`src/rtl/load_wb_queue_if.sv`:
```
`default_nettype none
// ============================================================================
// Module      : load_wb_queue_if
// Description : Issue, response, hazard-query and register-file write bundle
//               for the load write-back queue.
// Revision    : 1.0 - initial release
// ============================================================================
interface load_wb_queue_if #(
  parameter int XLEN   = 32,
  parameter int DEPTH  = 4,
  parameter int REG_AW = 5,
  parameter int OFF_W  = $clog2(XLEN/8)
);
  localparam int CNT_W = $clog2(DEPTH) + 1;

  logic              issue_valid;
  logic              issue_ready;
  logic [REG_AW-1:0] issue_rd;
  logic [OFF_W-1:0]  issue_off;
  logic [2:0]        issue_funct3;
  logic              rsp_valid;
  logic [XLEN-1:0]   rsp_data;
  logic              flush;
  logic [REG_AW-1:0] chk_rs;
  logic              chk_hit;
  logic              reg_we;
  logic [REG_AW-1:0] reg_waddr;
  logic [XLEN-1:0]   reg_wdata;
  logic [CNT_W-1:0]  count;
  logic              rsp_err;
  logic              fmt_err;

  // Issue/memory side drives requests and observes the unit's results
  modport master (
    output issue_valid, issue_rd, issue_off, issue_funct3,
    output rsp_valid, rsp_data, flush, chk_rs,
    input  issue_ready, chk_hit, reg_we, reg_waddr, reg_wdata,
    input  count, rsp_err, fmt_err
  );

  // The write-back queue itself
  modport slave (
    input  issue_valid, issue_rd, issue_off, issue_funct3,
    input  rsp_valid, rsp_data, flush, chk_rs,
    output issue_ready, chk_hit, reg_we, reg_waddr, reg_wdata,
    output count, rsp_err, fmt_err
  );
endinterface
`default_nettype wire

```
`src/rtl/load_wb_queue.sv`:
```
`default_nettype none
// ============================================================================
// Module      : load_wb_queue
// Description : Multi-entry load write-back queue. Tracks up to DEPTH
//               outstanding loads, aligns/extends in-order responses and
//               issues one registered register-file write per response.
//               Supports flush-kill of in-flight loads and load-use query.
// Revision    : 1.0 - initial release
// ============================================================================
module load_wb_queue #(
  parameter int XLEN   = 32,
  parameter int DEPTH  = 4,
  parameter int REG_AW = 5,
  parameter int OFF_W  = $clog2(XLEN/8)
) (
  input  logic              clk,
  input  logic              rst,
  load_wb_queue_if.slave    bus
);
  localparam int PTR_W = $clog2(DEPTH);
  localparam int CNT_W = PTR_W + 1;
  localparam logic [CNT_W-1:0] c_depth = CNT_W'(DEPTH);

  // Queue storage: live bit is kept in a vector so flush can clear it at once
  logic [DEPTH-1:0]  r_live;
  logic [REG_AW-1:0] r_rd  [DEPTH];
  logic [OFF_W-1:0]  r_off [DEPTH];
  logic [2:0]        r_f3  [DEPTH];
  logic [PTR_W-1:0]  r_wr_ptr;
  logic [PTR_W-1:0]  r_rd_ptr;
  logic [CNT_W-1:0]  r_count;

  logic              w_push;
  logic              w_pop;
  logic              w_h_live;
  logic [REG_AW-1:0] w_h_rd;
  logic [OFF_W-1:0]  w_h_off;
  logic [2:0]        w_h_f3;
  logic [7:0]        w_byte;
  logic [15:0]       w_half;
  logic [31:0]       w_word;
  logic [XLEN-1:0]   w_ext;
  logic              w_legal;
  logic              w_wr;
  logic              w_hit;

  assign bus.issue_ready = (r_count < c_depth);
  assign bus.count       = r_count;

  // Pop uses the occupancy at cycle start, so a same-cycle push is never matched
  assign w_push = bus.issue_valid && bus.issue_ready;
  assign w_pop  = bus.rsp_valid && (r_count != '0);

  assign w_h_live = r_live[r_rd_ptr];
  assign w_h_rd   = r_rd[r_rd_ptr];
  assign w_h_off  = r_off[r_rd_ptr];
  assign w_h_f3   = r_f3[r_rd_ptr];

  // Lane selection: shift the selected lane down to bit 0, then truncate
  assign w_byte = 8'(bus.rsp_data >> {w_h_off, 3'b000});
  assign w_half = 16'(bus.rsp_data >> {w_h_off[OFF_W-1:1], 4'b0000});

  generate
    if (XLEN == 64) begin : g_word_lane
      assign w_word = 32'(bus.rsp_data >> {w_h_off[OFF_W-1:2], 5'b00000});
    end else begin : g_word_full
      assign w_word = 32'(bus.rsp_data);
    end
  endgenerate

  // Decode funct3 into the extended write data and a legality flag
  always_comb begin
    w_ext   = '0;
    w_legal = 1'b1;
    case (w_h_f3)
      3'b000: w_ext = XLEN'($signed(w_byte));
      3'b001: w_ext = XLEN'($signed(w_half));
      3'b010: w_ext = XLEN'($signed(w_word));
      3'b011: begin
        if (XLEN == 64) w_ext = bus.rsp_data;
        else            w_legal = 1'b0;
      end
      3'b100: w_ext = XLEN'(w_byte);
      3'b101: w_ext = XLEN'(w_half);
      3'b110: begin
        if (XLEN == 64) w_ext = XLEN'(w_word);
        else            w_legal = 1'b0;
      end
      default: w_legal = 1'b0;
    endcase
  end

  // A write happens only for a live head with a non-zero, legal destination
  assign w_wr = w_pop && w_h_live && (w_h_rd != '0) && w_legal;

  // Pointer, occupancy and live-bit bookkeeping
  always_ff @(posedge clk) begin
    if (rst) begin
      r_wr_ptr <= '0;
      r_rd_ptr <= '0;
      r_count  <= '0;
      r_live   <= '0;
    end else begin
      // Flush/pop clear first; a same-cycle push then sets its own live bit
      if (bus.flush)  r_live <= '0;
      else if (w_pop) r_live[r_rd_ptr] <= 1'b0;
      if (w_push)     r_live[r_wr_ptr] <= 1'b1;

      if (w_push) r_wr_ptr <= r_wr_ptr + PTR_W'(1);
      if (w_pop)  r_rd_ptr <= r_rd_ptr + PTR_W'(1);

      case ({w_push, w_pop})
        2'b10:   r_count <= r_count + CNT_W'(1);
        2'b01:   r_count <= r_count - CNT_W'(1);
        default: r_count <= r_count;
      endcase
    end
  end

  // Entry payload capture; contents are only meaningful while counted
  always_ff @(posedge clk) begin
    if (w_push) begin
      r_rd[r_wr_ptr]  <= bus.issue_rd;
      r_off[r_wr_ptr] <= bus.issue_off;
      r_f3[r_wr_ptr]  <= bus.issue_funct3;
    end
  end

  // Registered register-file write and error pulses
  always_ff @(posedge clk) begin
    if (rst) begin
      bus.reg_we    <= 1'b0;
      bus.reg_waddr <= '0;
      bus.reg_wdata <= '0;
      bus.rsp_err   <= 1'b0;
      bus.fmt_err   <= 1'b0;
    end else begin
      bus.reg_we    <= w_wr;
      bus.reg_waddr <= w_wr ? w_h_rd : '0;
      bus.reg_wdata <= w_wr ? w_ext  : '0;
      bus.rsp_err   <= bus.rsp_valid && (r_count == '0);
      bus.fmt_err   <= w_pop && !w_legal;
    end
  end

  // Load-use hazard: any live entry targeting the queried register
  always_comb begin
    w_hit = 1'b0;
    for (int i = 0; i < DEPTH; i++) begin
      if (r_live[i] && (r_rd[i] == bus.chk_rs)) w_hit = 1'b1;
    end
  end

  assign bus.chk_hit = (bus.chk_rs != '0) && w_hit;

endmodule
`default_nettype wire
```
`src/flat_wrapper.sv`:
```
// flat-port wrapper written by rule: the top's interface ports become plain ports
module load_wb_queue_flat 
#(
  parameter int XLEN   = 32,
  parameter int DEPTH  = 4,
  parameter int REG_AW = 5,
  parameter int OFF_W  = $clog2(XLEN/8)
)
  (clk, rst, bus_issue_valid, bus_issue_rd, bus_issue_off, bus_issue_funct3, bus_rsp_valid, bus_rsp_data, bus_flush, bus_chk_rs, bus_issue_ready, bus_chk_hit, bus_reg_we, bus_reg_waddr, bus_reg_wdata, bus_count, bus_rsp_err, bus_fmt_err);
  load_wb_queue_if #(.XLEN(XLEN), .DEPTH(DEPTH), .REG_AW(REG_AW), .OFF_W(OFF_W)) bus_i ();
  input  logic clk;
  input  logic rst;
  input wire logic [$bits(bus_i.issue_valid)-1:0] bus_issue_valid;
  input wire logic [$bits(bus_i.issue_rd)-1:0] bus_issue_rd;
  input wire logic [$bits(bus_i.issue_off)-1:0] bus_issue_off;
  input wire logic [$bits(bus_i.issue_funct3)-1:0] bus_issue_funct3;
  input wire logic [$bits(bus_i.rsp_valid)-1:0] bus_rsp_valid;
  input wire logic [$bits(bus_i.rsp_data)-1:0] bus_rsp_data;
  input wire logic [$bits(bus_i.flush)-1:0] bus_flush;
  input wire logic [$bits(bus_i.chk_rs)-1:0] bus_chk_rs;
  output wire logic [$bits(bus_i.issue_ready)-1:0] bus_issue_ready;
  output wire logic [$bits(bus_i.chk_hit)-1:0] bus_chk_hit;
  output wire logic [$bits(bus_i.reg_we)-1:0] bus_reg_we;
  output wire logic [$bits(bus_i.reg_waddr)-1:0] bus_reg_waddr;
  output wire logic [$bits(bus_i.reg_wdata)-1:0] bus_reg_wdata;
  output wire logic [$bits(bus_i.count)-1:0] bus_count;
  output wire logic [$bits(bus_i.rsp_err)-1:0] bus_rsp_err;
  output wire logic [$bits(bus_i.fmt_err)-1:0] bus_fmt_err;
  assign bus_i.issue_valid = bus_issue_valid;
  assign bus_i.issue_rd = bus_issue_rd;
  assign bus_i.issue_off = bus_issue_off;
  assign bus_i.issue_funct3 = bus_issue_funct3;
  assign bus_i.rsp_valid = bus_rsp_valid;
  assign bus_i.rsp_data = bus_rsp_data;
  assign bus_i.flush = bus_flush;
  assign bus_i.chk_rs = bus_chk_rs;
  assign bus_issue_ready = bus_i.issue_ready;
  assign bus_chk_hit = bus_i.chk_hit;
  assign bus_reg_we = bus_i.reg_we;
  assign bus_reg_waddr = bus_i.reg_waddr;
  assign bus_reg_wdata = bus_i.reg_wdata;
  assign bus_count = bus_i.count;
  assign bus_rsp_err = bus_i.rsp_err;
  assign bus_fmt_err = bus_i.fmt_err;
  load_wb_queue #(.XLEN(XLEN), .DEPTH(DEPTH), .REG_AW(REG_AW), .OFF_W(OFF_W)) u_core (.clk(clk), .rst(rst), .bus(bus_i));
endmodule
```
`config.mk`:
```
export PLATFORM = sky130hd
export DESIGN_NAME = load_wb_queue_flat
export DESIGN_NICKNAME = d
export VERILOG_FILES = /design/src/rtl/load_wb_queue_if.sv /design/src/rtl/load_wb_queue.sv /design/src/flat_wrapper.sv
export SDC_FILE = /design/constraint.sdc
export NUM_CORES = 1
export LEC_CHECK = 0
export ABC_AREA = 1
export BUFFER_PORTS_ARGS = -buffer_cell sky130_fd_sc_hd__clkbuf_2
export CAP_MARGIN = 20
export CORE_ASPECT_RATIO = 0.7
export CORE_UTILIZATION = 55
export DETAILED_ROUTE_END_ITERATION = 16
export PLACE_DENSITY = 0.8
export SYNTH_ARGS = -nofsm -noshare
export SYNTH_HDL_FRONTEND = slang
export SYNTH_SLANG_ARGS = --single-unit
```
`constraint.sdc`:
```
create_clock -name clk -period 2.37 [get_ports clk]
set_input_delay 0.3555 -clock clk [delete_from_list [all_inputs] [get_ports clk]]
set_output_delay 0.3555 -clock clk [all_outputs]
set_load 0.05 [all_outputs]
```
Yosys cells after proc, flatten, opt, wreduce, memory -nomap -nowiden
Memories as Yosys holds them, arrays and structs flattened. A register that Yosys moved wholly into a read port is not among the register bits.
Cells that the tools add are included.
{ "classes": {"addsub": 4, "order_cmp": 5, "eq_ne": 10, "n_shift": 2, "mux": 25, "n_bitwise": 4, "reduce_logical": 23} }
{ "op_table": {"columns": ["operator", "n"], "rows": [
  ["$pmux W32 S5", 1],
  ["$shr A32 B5 Y16", 1],
  ["$shr A32 B5 Y8", 1],
  ["$eq A5 B5 Y1", 4],
  ["$mux W4", 4],
  ["$logic_and A1 B1 Y1", 14],
  ["$mux W2", 6],
  ["$mux W1", 10],
  ["$reduce_bool A5 Y1", 2],
  ["$eq A3 B3 Y1 const B", 2],
  ["$logic_not A3 Y1", 2],
  ["$lt A2 B3 Y1 const B", 2],
  ["$pmux W3 S2", 1],
  ["$reduce_or A5 Y1", 1],
  ["$add A2 B1 Y2 const B", 2],
  ["$and A4 B4 Y4", 1],
  ["$demux W1 S2", 2],
  ["$ge A2 B1 Y1 const B", 2],
  ["$not A4 Y4", 1],
  ["$or A4 B4 Y4", 1],
  ["$add A3 B1 Y3 const B", 1],
  ["$eq A3 B1 Y1 const B", 1],
  ["$eq A3 B2 Y1 const B", 1],
  ["$lt A3 B3 Y1 const B", 1],
  ["other kinds (9)", 9]
]} }
{ "totals": {"register_bits": 51, "mem_bits_rw": 40, "input_bits": 52, "output_inout_bits": 45, "elab_cells": 85, "mem_count": 3} }
{ "mem_list": {"columns": ["memory", "depth", "width", "read_ports", "rd_clocked_by_memory_dff", "write_ports", "line", "source"], "rows": [
  ["u_core.r_rd", 4, 5, 5, 1, 1, "load_wb_queue.sv:26", "logic [REG_AW-1:0] r_rd [DEPTH];"],
  ["u_core.r_f3", 4, 3, 1, 1, 1, "load_wb_queue.sv:28", "logic [2:0] r_f3 [DEPTH];"],
  ["u_core.r_off", 4, 2, 1, 1, 1, "load_wb_queue.sv:27", "logic [OFF_W-1:0] r_off [DEPTH];"]
]} }

Logic depth before layout (Yosys ltp)
Gate-level depths: netlist of run 1.
{ "depth": {"depth_word": 11, "ltp_mapped": 12, "depth_no_buf": 11} }

Worst setup path after synthesis of run 1
OpenSTA, ideal clock, no wires.
{ "synth_path": {"path_kind": "register -> register", "from": "register u_core.r_count[2] (netlist: u_core.bus.count[2])", "to": "register u_core.r_count[2] (netlist: u_core.bus.count[2])", "setup_time_ns": 0.059, "t_arrival_ns": 2.494, "required_ns": 2.311, "slack_ns": -0.183, "stages_incl_launch_ff": 12, "path_buffers": 0, "synth_period_minus_slack_ns": 2.553, "path_cell_list": "dfxtp_1 > inv_1 > nand3_1 > nand2_1 > inv_1 > ha_1 > inv_1 > fa_1 > a21oi_1 > o21ai_0 > a21oi_1 > o21a_1"} }
{ "synth_between": {"elab_chain_len": 4, "elab_cells_between_ends": 10, "cone_classes": "add/sub (2); order compare (1); eq/ne (2); mux (1); reduce/logical (4)"} }
{ "synth_lines": {"columns": ["element", "line", "source"], "rows": [
  ["start: declaration", "load_wb_queue.sv:31", "logic [CNT_W-1:0] r_count;"],
  ["start signal: assignment", "load_wb_queue.sv:113", "2'b10: r_count <= r_count + CNT_W'(1);"],
  ["start signal: assignment", "load_wb_queue.sv:114", "2'b01: r_count <= r_count - CNT_W'(1);"],
  ["start signal: assignment", "load_wb_queue.sv:115", "default: r_count <= r_count;"],
  ["$lt A3 B3 Y1 *", "load_wb_queue.sv:47", "assign bus.issue_ready = (r_count < c_depth);"],
  ["named net bus_issue_ready", "flat_wrapper.sv:21", "output wire logic [$bits(bus_i.issue_ready)-1:0] bus_issue_ready;"],
  ["$logic_and A1 B1 Y1 *", "load_wb_queue.sv:51", "assign w_push = bus.issue_valid && bus.issue_ready;"],
  ["$eq A2 B1 Y1 / $eq A2 B2 Y1 (equally long branches)", "load_wb_queue.sv:112", "case ({w_push, w_pop})"],
  ["$pmux W3 S2 / $reduce_bool A2 Y1 (equally long branches)", null, null]
]} }
Mark *: on every way through the listed nets, which the timed path passes. The rest lies on a longest branch.
A chain may end at the register's enable or synchronous reset.

==> impl_metrics.env, run 1 <==
export IMPL_status="complete, no violations"
export IMPL_post_cts_setup_buffers=0
export IMPL_final_common_cell="nand2_1"
export IMPL_cellLeakagePower_nw=2.578
export IMPL_path_cells="or2_2 > a21oi_1 > nand4_1 > nand2_1 > nor2_1 > nor2_1 > clkbuf_2"
export IMPL_max_cap_viol_count=0
export IMPL_grt_start_max_net_pins=26
export IMPL_r2r_setup_slack_ns=0.24
export IMPL_overflow=0
export IMPL_drc=0
export IMPL_crit_type="reg -> out"
export IMPL_drive_gt1_frac=0.2341
export IMPL_rsz0062_at_grt="false"
export IMPL_synth_edf_count=40
export IMPL_synth_warnings=0
export IMPL_fp_dieW_um=110.8
export IMPL_post_drt_wl_per_cell_um=14.23
export IMPL_root_buffer="clkbuf_16"
export IMPL_track_usage=0.2610
export IMPL_utilization=0.6809
export IMPL_std_cell_rows=27
export IMPL_worst_clock_skew_ns=0.009206
export IMPL_clockBufferDepth=2
export IMPL_clk_pin_slew_ns=0.06
export IMPL_cts_made_buffers=9
export IMPL_syn_inst=561
export IMPL_cts_tree="built"
export IMPL_totalWireLength_um=10860
export IMPL_final_antenna_net_count=0
export IMPL_stdcell_count=763
export IMPL_stdcell_area_um2=5405
export IMPL_seq_power_share=0.334
export IMPL_cp_arrival_ns=1.83
export IMPL_ir_drop_mv=0.7303
export IMPL_core_area_um2=7939
export IMPL_cpPeakStageDelay_ns=0.41
export IMPL_synthArstFlopShare=0
export IMPL_power_total_mw=5.854
export IMPL_period_share=0.9218
export IMPL_clkSinkCount=93
export IMPL_io_pins=97
export IMPL_port_buffers=96
export IMPL_die_y_um=78.14
export IMPL_whs_endpoint="u_core.r_f3[1][2]"
export IMPL_syn_avg_cell_area_um2=8.118
export IMPL_max_slew_margin=0.6532
export IMPL_final_cell_mix="166 x nand2_1, 96 x clkbuf_2, 61 x nand3_1, 59 x inv_1, 52 x dfxtp_1"
export IMPL_r2r_start="u_core.bus.count[2]"
export IMPL_nNetsFinal=719
export IMPL_ys_ff_latch=93
export IMPL_ctsResizeCount=0
export IMPL_worst_path_max_fanout=3
export IMPL_placed_cells=747
export IMPL_min_delay_path_depth=1
export IMPL_min_from="bus_issue_funct3[2]"
export IMPL_crit_path_end_kind="output port"
export IMPL_postCtsHoldBufs=0
export IMPL_p_switching_mw=2.473
export IMPL_grt_pass1_wl_um=17720
export IMPL_area_growth_pct=18.68
export IMPL_dieArea_um2=8655
export IMPL_cts_htree_levels=3
export IMPL_grt_antenna_before_repair=0
export IMPL_place_ws_ns=0.2734
export IMPL_gp_congestion=0.9523
export IMPL_dp_hpwl_um=8149
export IMPL_clock_power_share=0.239
export IMPL_power_frac_comb=0.427
export IMPL_drt_initial_drc_count=311
export IMPL_drt_first_pass_iters=5
export IMPL_hold_worst_slack_ns=0.2278
export IMPL_cp_start_kind="register"
export IMPL_yosys_most_used_dff="dfxtp_1"
export IMPL_hold_class="in -> reg"
export IMPL_num_vias=4020
export IMPL_synth_seq_area_share=0.4967
export IMPL_finalWorstSetupSlack_ns=0.1853
export IMPL_synth_fp_nets=623
export IMPL_p_sw_frac=0.4226
export IMPL_crit_path_top_delay_cell="edfxtp_1"
export IMPL_setup_viol=0
export IMPL_yosysUniqueCellTypes=32
export IMPL_vias_per_cell=5.269
export IMPL_power_density_nw_per_um2=1083
export IMPL_worst_ep_required_time_ns=2.01
export IMPL_clk_latency_ns=0.34
export IMPL_slew_viol_final=0
export IMPL_report_final_hold_viol_count=0
export IMPL_crit_top_cell="nor2_1"
export IMPL_grt_pass1_vias=3654
export IMPL_antenna_diode_count=0
export IMPL_fin_crit_ns=2.185
export IMPL_fmax_ghz=0.4577
export IMPL_placed_cell_area_um2=5114
export IMPL_p_int_mw=3.380
export IMPL_synth_area_um2=4554
export IMPL_r2r_end="u_core.bus.count[2]"
export IMPL_start_util=0.5737
export IMPL_reg2reg_depth=11
export IMPL_finalSetupTns_ns=0
export IMPL_tightest_slew_ns=0.5196
==> final cells by class <==
| cell class | count | area, µm² |
|---|---|---|
| Multi-Input combinational cell | 385 | 1921 |
| Sequential cell | 93 | 2266 |
| Tap cell | 101 | 126.4 |
| Timing Repair Buffer | 105 | 560.5 |
| Clock inverter | 6 | 62.56 |
| Fill cell | 649 | 2534 |
| Clock buffer | 10 | 229.0 |
| Inverter | 63 | 240.2 |
==> layer usage <==
metal | GRT usage | share of wire | wire length, µm | vias to the layer above
met4 | 0.09867 | 0.015 | 158 | 0
met2 | 0.3888 | 0.44 | 4726 | 167
li1 | - | - | - | 2014
met1 | 0.3681 | 0.48 | 5182 | 1822
met5 | 0 | 0 | 0 | -
met3 | 0.06409 | 0.073 | 791 | 17
==> cells in the mapped netlist (4+ instances only) <==
master | instances | share of area
a21oi_1 | 30 | 0.033
inv_1 | 60 | 0.049
buf_4 | 7 | 0.012
nand2_1 | 166 | 0.14
nand4_1 | 11 | 0.015
nand2_2 | 7 | 0.0096
o22ai_1 | 4 | 0.0055
dfxtp_1 | 53 | 0.23
o21ai_0 | 8 | 0.0088
nor2_1 | 51 | 0.042
nand3_1 | 61 | 0.067
ha_1 | 9 | 0.025
buf_2 | 9 | 0.0099
a21oi_2 | 10 | 0.019
edfxtp_1 | 40 | 0.26
==> kinds of logic after synthesis <==
logic type,count (synthesis),synth area share
AOI/OAI and AO/OA,57,0.07665
buffers and inverters,83,0.08159
xor gates and xnor gates,6,0.01154
and+or+nand+nor,312,0.3044
adders and majority gates,10,0.02912
DFF,93,0.4967
==> sequential cells by signal (all words and copies together) (netlist names), named ones only <==
register / cells
u_core.bus.reg_wdata: 32
u_core.r_rd: 20
u_core.r_f3: 12
u_core.r_off: 8
u_core.bus.reg_waddr: 5
u_core.r_live: 4
u_core.bus.count: 3
u_core.r_rd_ptr: 2
u_core.r_wr_ptr: 2
u_core.bus.fmt_err: 1
u_core.bus.reg_we: 1
u_core.bus.rsp_err: 1
==> worst max-delay path, delay by kind of cell, from the launching register on <==
family,cells,cell delay [ns]
AOI/OAI and AO/OA,1,0.15
buffers and inverters,1,0.30
DFF,1,0.41
and+or+nand+nor,5,0.63
==> worst max-delay path by stage <==
stage,start,to,slack (ns)
after global placement,u_core.bus.count[2],u_core.bus.count[2],0.39
after global routing,u_core.bus.count[0],u_core.bus.count[2],0.02
after CTS,u_core.r_rd[2][3],bus_chk_hit,0.17
after floorplan,u_core.bus.count[0],u_core.bus.count[2],0.07
final,u_core.r_rd[2][3],bus_chk_hit,0.19
after detailed placement,u_core.bus.count[2],u_core.bus.count[2],0.27
==> power groups by stage <==
stage          registers, mW  logic, mW  clock network, mW
2_1_floorplan           2.14       1.77                  0
3_3_place_gp            1.98       2.41                  0
3_5_place_dp            1.99       2.45                  0
4_1_cts                 1.95       2.47               1.42
5_1_grt                 1.97       2.76               1.49
6_report                1.96       2.50               1.40
No activity file was read; power rests on OpenSTA's default activity.
==> run 2: changes to the inputs <==
--- a/config.mk
+++ b/config.mk
@@ -10,6 +10,8 @@
 export CAP_MARGIN = 20
 export CORE_ASPECT_RATIO = 0.7
 export CORE_UTILIZATION = 55
+export CTS_BUF_LIST = sky130_fd_sc_hd__clkbuf_2
+export CTS_CLUSTER_SIZE = 24
 export DETAILED_ROUTE_END_ITERATION = 16
 export PLACE_DENSITY = 0.8
 export SYNTH_ARGS = -nofsm -noshare
==> impl_metrics.env, run 2 (same netlist as run 1, synthesis figures left out) <==
export IMPL_grt_pass1_wl_um=17470
export IMPL_clockBufferDepth=2
export IMPL_r2r_end="u_core.bus.count[2]"
export IMPL_cp_startpoint="u_core.r_rd[2][3]"
export IMPL_drt_first_pass_iters=5
export IMPL_fin_crit_ns=2.288
export IMPL_clock_power_share=0.147
export IMPL_std_cell_rows=27
export IMPL_min_delay_path_depth=2
export IMPL_placed_cells=747
export IMPL_slew_viol_final=0
export IMPL_clk_latency_ns=0.58
export IMPL_p_switching_mw=2.409
export IMPL_post_drt_wl_per_cell_um=13.90
export IMPL_cts_tree="built"
export IMPL_track_usage=0.2553
export IMPL_grt_antenna_before_repair=0
export IMPL_worst_ep_required_time_ns=2.01
export IMPL_worst_path_max_fanout=2
export IMPL_drc=0
export IMPL_power_density_nw_per_um2=975.7
export IMPL_cts_htree_levels=3
export IMPL_p_int_mw=2.829
export IMPL_area_growth_pct=17.88
export IMPL_port_buffers=96
export IMPL_cts_made_buffers=9
export IMPL_crit_type="reg -> out"
export IMPL_clkSinkCount=93
export IMPL_finalSetupTns_ns=0
export IMPL_final_antenna_net_count=0
export IMPL_r2r_setup_slack_ns=0.28
export IMPL_seq_power_share=0.373
export IMPL_crit_path_end_kind="output port"
export IMPL_regMostFlops="u_core.bus.reg_wdata"
export IMPL_nNetsFinal=733
export IMPL_antenna_diode_count=0
export IMPL_status="complete, no violations"
export IMPL_cellLeakagePower_nw=2.567
export IMPL_clk_pin_slew_ns=0.23
export IMPL_ir_drop_mv=0.5831
export IMPL_drive_gt1_frac=0.2411
export IMPL_totalWireLength_um=10800
export IMPL_utilization=0.6763
export IMPL_report_final_hold_viol_count=0
export IMPL_fmax_ghz=0.4370
export IMPL_max_slew_margin=0.6727
export IMPL_core_area_um2=7939
export IMPL_period_share=0.9656
export IMPL_setup_viol=0
export IMPL_fp_dieW_um=110.8
export IMPL_stdcell_count=777
export IMPL_final_common_cell="nand2_1"
export IMPL_gp_congestion=0.9523
export IMPL_num_vias=4047
export IMPL_cp_arrival_ns=1.93
export IMPL_vias_per_cell=5.208
export IMPL_overflow=0
export IMPL_whs_endpoint="u_core.bus.rsp_err"
export IMPL_r2r_start="u_core.bus.count[2]"
export IMPL_drt_initial_drc_count=367
export IMPL_hold_class="in -> reg"
export IMPL_root_buffer="clkbuf_2"
export IMPL_dieArea_um2=8655
export IMPL_die_y_um=78.14
export IMPL_dp_hpwl_um=8149
export IMPL_min_from="bus_rsp_valid"
export IMPL_reg2reg_depth=11
export IMPL_grt_pass1_vias=3680
export IMPL_grt_start_max_net_pins=26
export IMPL_power_frac_comb=0.480
export IMPL_max_cap_viol_count=0
export IMPL_largestRegisters="u_core.bus.reg_wdata (32), u_core.r_rd (20), u_core.r_f3 (12)"
export IMPL_start_util=0.5737
export IMPL_tightest_slew_ns=0.4905
export IMPL_final_cell_mix="166 x nand2_1, 105 x clkbuf_2, 61 x nand3_1, 57 x inv_1, 52 x dfxtp_1"
export IMPL_io_pins=97
export IMPL_p_sw_frac=0.4600
export IMPL_cp_start_kind="register"
export IMPL_largest_reg_flops=32
export IMPL_worst_clock_skew_ns=0.02935
## run 2: cell count changes in the layout (fill, tap and decap cells not counted), moves of 2 or more
cell,delta
inv_1,-2
clkbuf_2,+9
clkbuf_16,-9
buf_4,+4
inv_2,+2
dlygate4sd3_1,+10
## run 2: worst max path at each step
stage	cells after the start	slack, ns	end
2_1_floorplan	11	0.07	u_core.bus.count[2]
3_3_place_gp	11	0.39	u_core.bus.count[2]
3_5_place_dp	11	0.27	u_core.bus.count[2]
4_1_cts	7	0.009	bus_chk_hit
5_1_grt	7	-0.03	bus_chk_hit
6_report	7	0.08	bus_chk_hit
## run 2: power groups by stage
stage	registers, mW	logic, mW	clock network [mW]
3_3_place_gp	1.98	2.41	0
5_1_grt	1.98	2.78	0.839
6_report	1.95	2.51	0.770
4_1_cts	1.95	2.48	0.792
2_1_floorplan	2.14	1.77	0
3_5_place_dp	1.99	2.45	0
## run 2: metal layers
metal | wire (µm) | global-route usage | part of all wire
met1 | 5212 | 0.3652 | 0.48
met3 | 693 | 0.06100 | 0.064
met4 | 165 | 0.08133 | 0.015
met2 | 4731 | 0.3826 | 0.44
met5 | 0 | 0 | 0
## run 2: area by class of cell
cell class	count	area [µm²]
Clock buffer	10	50.05
Multi-Input combinational cell	385	1927
Clock inverter	6	62.56
Timing Repair Buffer	119	696.9
Fill cell	659	2570
Tap cell	101	126.4
Sequential cell	93	2266
Inverter	63	240.2
## run 2: stage by stage
step | instance area [µm²] | worst slack, ns | total power [mW] | hold slack [ns]
floorplan | 4562 | 0.06779 | 3.910 | 0.4340
global placement | 5114 | 0.3921 | 4.388 | 0.4677
detailed placement | 5114 | 0.2734 | 4.440 | 0.4856
CTS | 5336 | 0.008631 | 5.223 | 0.003749
global route | 5369 | -0.02638 | 5.598 | 0.006526
finish | 5369 | 0.08153 | 5.238 | 0.04196
## run 2: repair_timing
item / 4_1_cts / 5_1_grt
setup endpoints to repair: 1 / 2
pin swaps: 0 / 5
hold buffers: 10 / 0
hold endpoints to repair: 40 / 0
resized for setup: 1 / 6
buffers inserted: 1 / 3
## run 2: worst max-delay path: stages, from the launching register on
cell and delay, ns:
edfxtp_1 0.45, or2_4 0.27, a21oi_2 0.13, nand4_1 0.10
nand2_1 0.07, nor2_1 0.04, nor2_1 0.12, buf_6 0.17
==> run 3: changes to the inputs <==
--- a/config.mk
+++ b/config.mk
@@ -14,6 +14,7 @@
 export CTS_CLUSTER_SIZE = 24
 export DETAILED_ROUTE_END_ITERATION = 16
 export PLACE_DENSITY = 0.8
+export RECOVER_POWER = 50
 export SYNTH_ARGS = -nofsm -noshare
 export SYNTH_HDL_FRONTEND = slang
 export SYNTH_SLANG_ARGS = --single-unit
==> impl_metrics.env, run 3 (same netlist as run 1, synthesis figures left out) <==
export IMPL_finalSetupTns_ns=0
export IMPL_fill_cells=691
export IMPL_fin_crit_ns=2.290
export IMPL_largestRegisters="u_core.bus.reg_wdata (32), u_core.r_rd (20), u_core.r_f3 (12)"
export IMPL_r2r_setup_slack_ns=0.22
export IMPL_crit_type="reg -> out"
export IMPL_worst_clock_skew_ns=0.02795
export IMPL_regMostFlops="u_core.bus.reg_wdata"
export IMPL_largest_reg_flops=32
export IMPL_worst_path_max_fanout=2
export IMPL_post_drt_wl_per_cell_um=13.99
export IMPL_fmax_ghz=0.4368
export IMPL_seqCellArea_um2=2266
export IMPL_hold_worst_slack_ns=0.04907
export IMPL_max_slew_margin=0.5849
export IMPL_clockBufferDepth=2
export IMPL_track_usage=0.2553
export IMPL_cellLeakagePower_nw=2.416
export IMPL_ir_drop_mv=0.5798
export IMPL_min_delay_path_depth=2
export IMPL_power_density_nw_per_um2=983.3
export IMPL_grt_start_max_net_pins=26
export IMPL_r2r_end="u_core.bus.reg_wdata[0]"
export IMPL_crit_path_end_kind="output port"
export IMPL_core_area_um2=7939
export IMPL_start_util=0.5737
export IMPL_critPathCapture="bus_chk_hit"
export IMPL_totalWireLength_um=10870
export IMPL_fp_dieW_um=110.8
export IMPL_vias_per_cell=5.263
export IMPL_clkSinkCount=93
export IMPL_slew_viol_final=0
export IMPL_cp_arrival_ns=1.93
export IMPL_setup_viol=0
export IMPL_dp_hpwl_um=8149
export IMPL_period_share=0.9661
export IMPL_port_buffers=96
export IMPL_status="complete, no violations"
export IMPL_utilization=0.6689
export IMPL_tightest_slew_ns=0.6254
export IMPL_area_growth_pct=16.59
export IMPL_stdcell_count=777
export IMPL_max_cap_viol_count=0
export IMPL_hold_class="in -> reg"
export IMPL_cts_made_buffers=9
export IMPL_io_pins=97
export IMPL_cts_htree_levels=3
export IMPL_grt_antenna_before_repair=0
export IMPL_grt_pass1_wl_um=17470
export IMPL_drt_initial_drc_count=332
export IMPL_cp_startpoint="u_core.r_rd[2][3]"
export IMPL_multi_input_area_um2=1924
export IMPL_antenna_diode_count=0
export IMPL_nNetsFinal=733
export IMPL_reg2reg_depth=10
export IMPL_std_cell_rows=27
export IMPL_drive_gt1_frac=0.1716
export IMPL_dieArea_um2=8655
export IMPL_clk_latency_ns=0.57
export IMPL_drc=0
export IMPL_report_final_hold_viol_count=0
export IMPL_cp_start_kind="register"
export IMPL_die_y_um=78.14
export IMPL_final_common_cell="nand2_1"
export IMPL_num_vias=4089
export IMPL_final_antenna_net_count=0
export IMPL_clk_pin_slew_ns=0.23
export IMPL_gp_congestion=0.9523
export IMPL_root_buffer="clkbuf_2"
export IMPL_final_cell_mix="167 x nand2_1, 61 x nand3_1, 60 x clkbuf_2, 58 x inv_1, 52 x dfxtp_1"
export IMPL_grt_pass1_vias=3680
export IMPL_overflow=0
export IMPL_drt_first_pass_iters=5
export IMPL_cts_tree="built"
export IMPL_placed_cells=747
export IMPL_worst_ep_required_time_ns=2.01
[run 3: cell counts in the layout (fill, tap and decap cells not counted)]
No cell type changed its count.
[run 3: metrics by stage]
step	total power [mW]	cell area [µm²]	setup WS, ns
2_1_floorplan	3.910	4562	0.06779
3_3_place_gp	4.388	5114	0.3921
3_5_place_dp	4.440	5114	0.2734
4_1_cts	5.223	5336	0.008631
5_1_grt	5.581	5310	-0.02638
6_report	5.221	5310	0.08044
[run 3: final cells by class]
type / count / area share
Sequential cell: 93 / 0.4267
Clock buffer: 10 / 0.009425
Tap cell: 101 / 0.02380
Timing Repair Buffer: 119 / 0.1206
Clock inverter: 6 / 0.01178
Multi-Input combinational cell: 385 / 0.3624
Inverter: 63 / 0.04524
[run 3: power breakdown]
group          internal, mW  switching, mW  total (mW)
clock network         0.245          0.520       0.765
registers              1.85          0.107        1.95
logic                 0.724           1.78        2.50
total                  2.82           2.41        5.22
[run 3: worst min path at each step]
stage                         from             endpoint  slack (ns)
6_report             bus_rsp_valid   u_core.bus.rsp_err        0.05
5_1_grt              bus_rsp_valid   u_core.bus.rsp_err       0.007
4_1_cts              bus_rsp_valid   u_core.bus.rsp_err       0.004
3_5_place_dp   u_core.bus.count[0]  u_core.bus.count[0]        0.49
3_3_place_gp   u_core.bus.count[0]  u_core.bus.count[0]        0.47
2_1_floorplan                  rst  u_core.bus.count[1]        0.43
[run 3: timing repair]
item | CTS | global route
endpoints found under the setup margin | 1 | 2
buffers inserted | 1 | 3
hold buffers | 10 | 0
resized for setup | 1 | 6
hold endpoints to repair | 40 | 0
pin swaps | 0 | 5
[run 3: per-layer routing]
metal  part of all wire  track usage  vias up
met2               0.43       0.3826      170
met1               0.48       0.3652     1858
met3              0.073      0.06100       15
met4              0.015      0.08133        0
met5                  0            0        -
li1                   -            -     2046
[run 3: worst max-delay path, stage by stage (launching register included)]
cell	delay, ns
edfxtp_1	0.46
or2_4	0.27
a21oi_2	0.13
nand4_1	0.10
nand2_1	0.07
nor2_1	0.04
nor2_1	0.12
buf_6	0.18
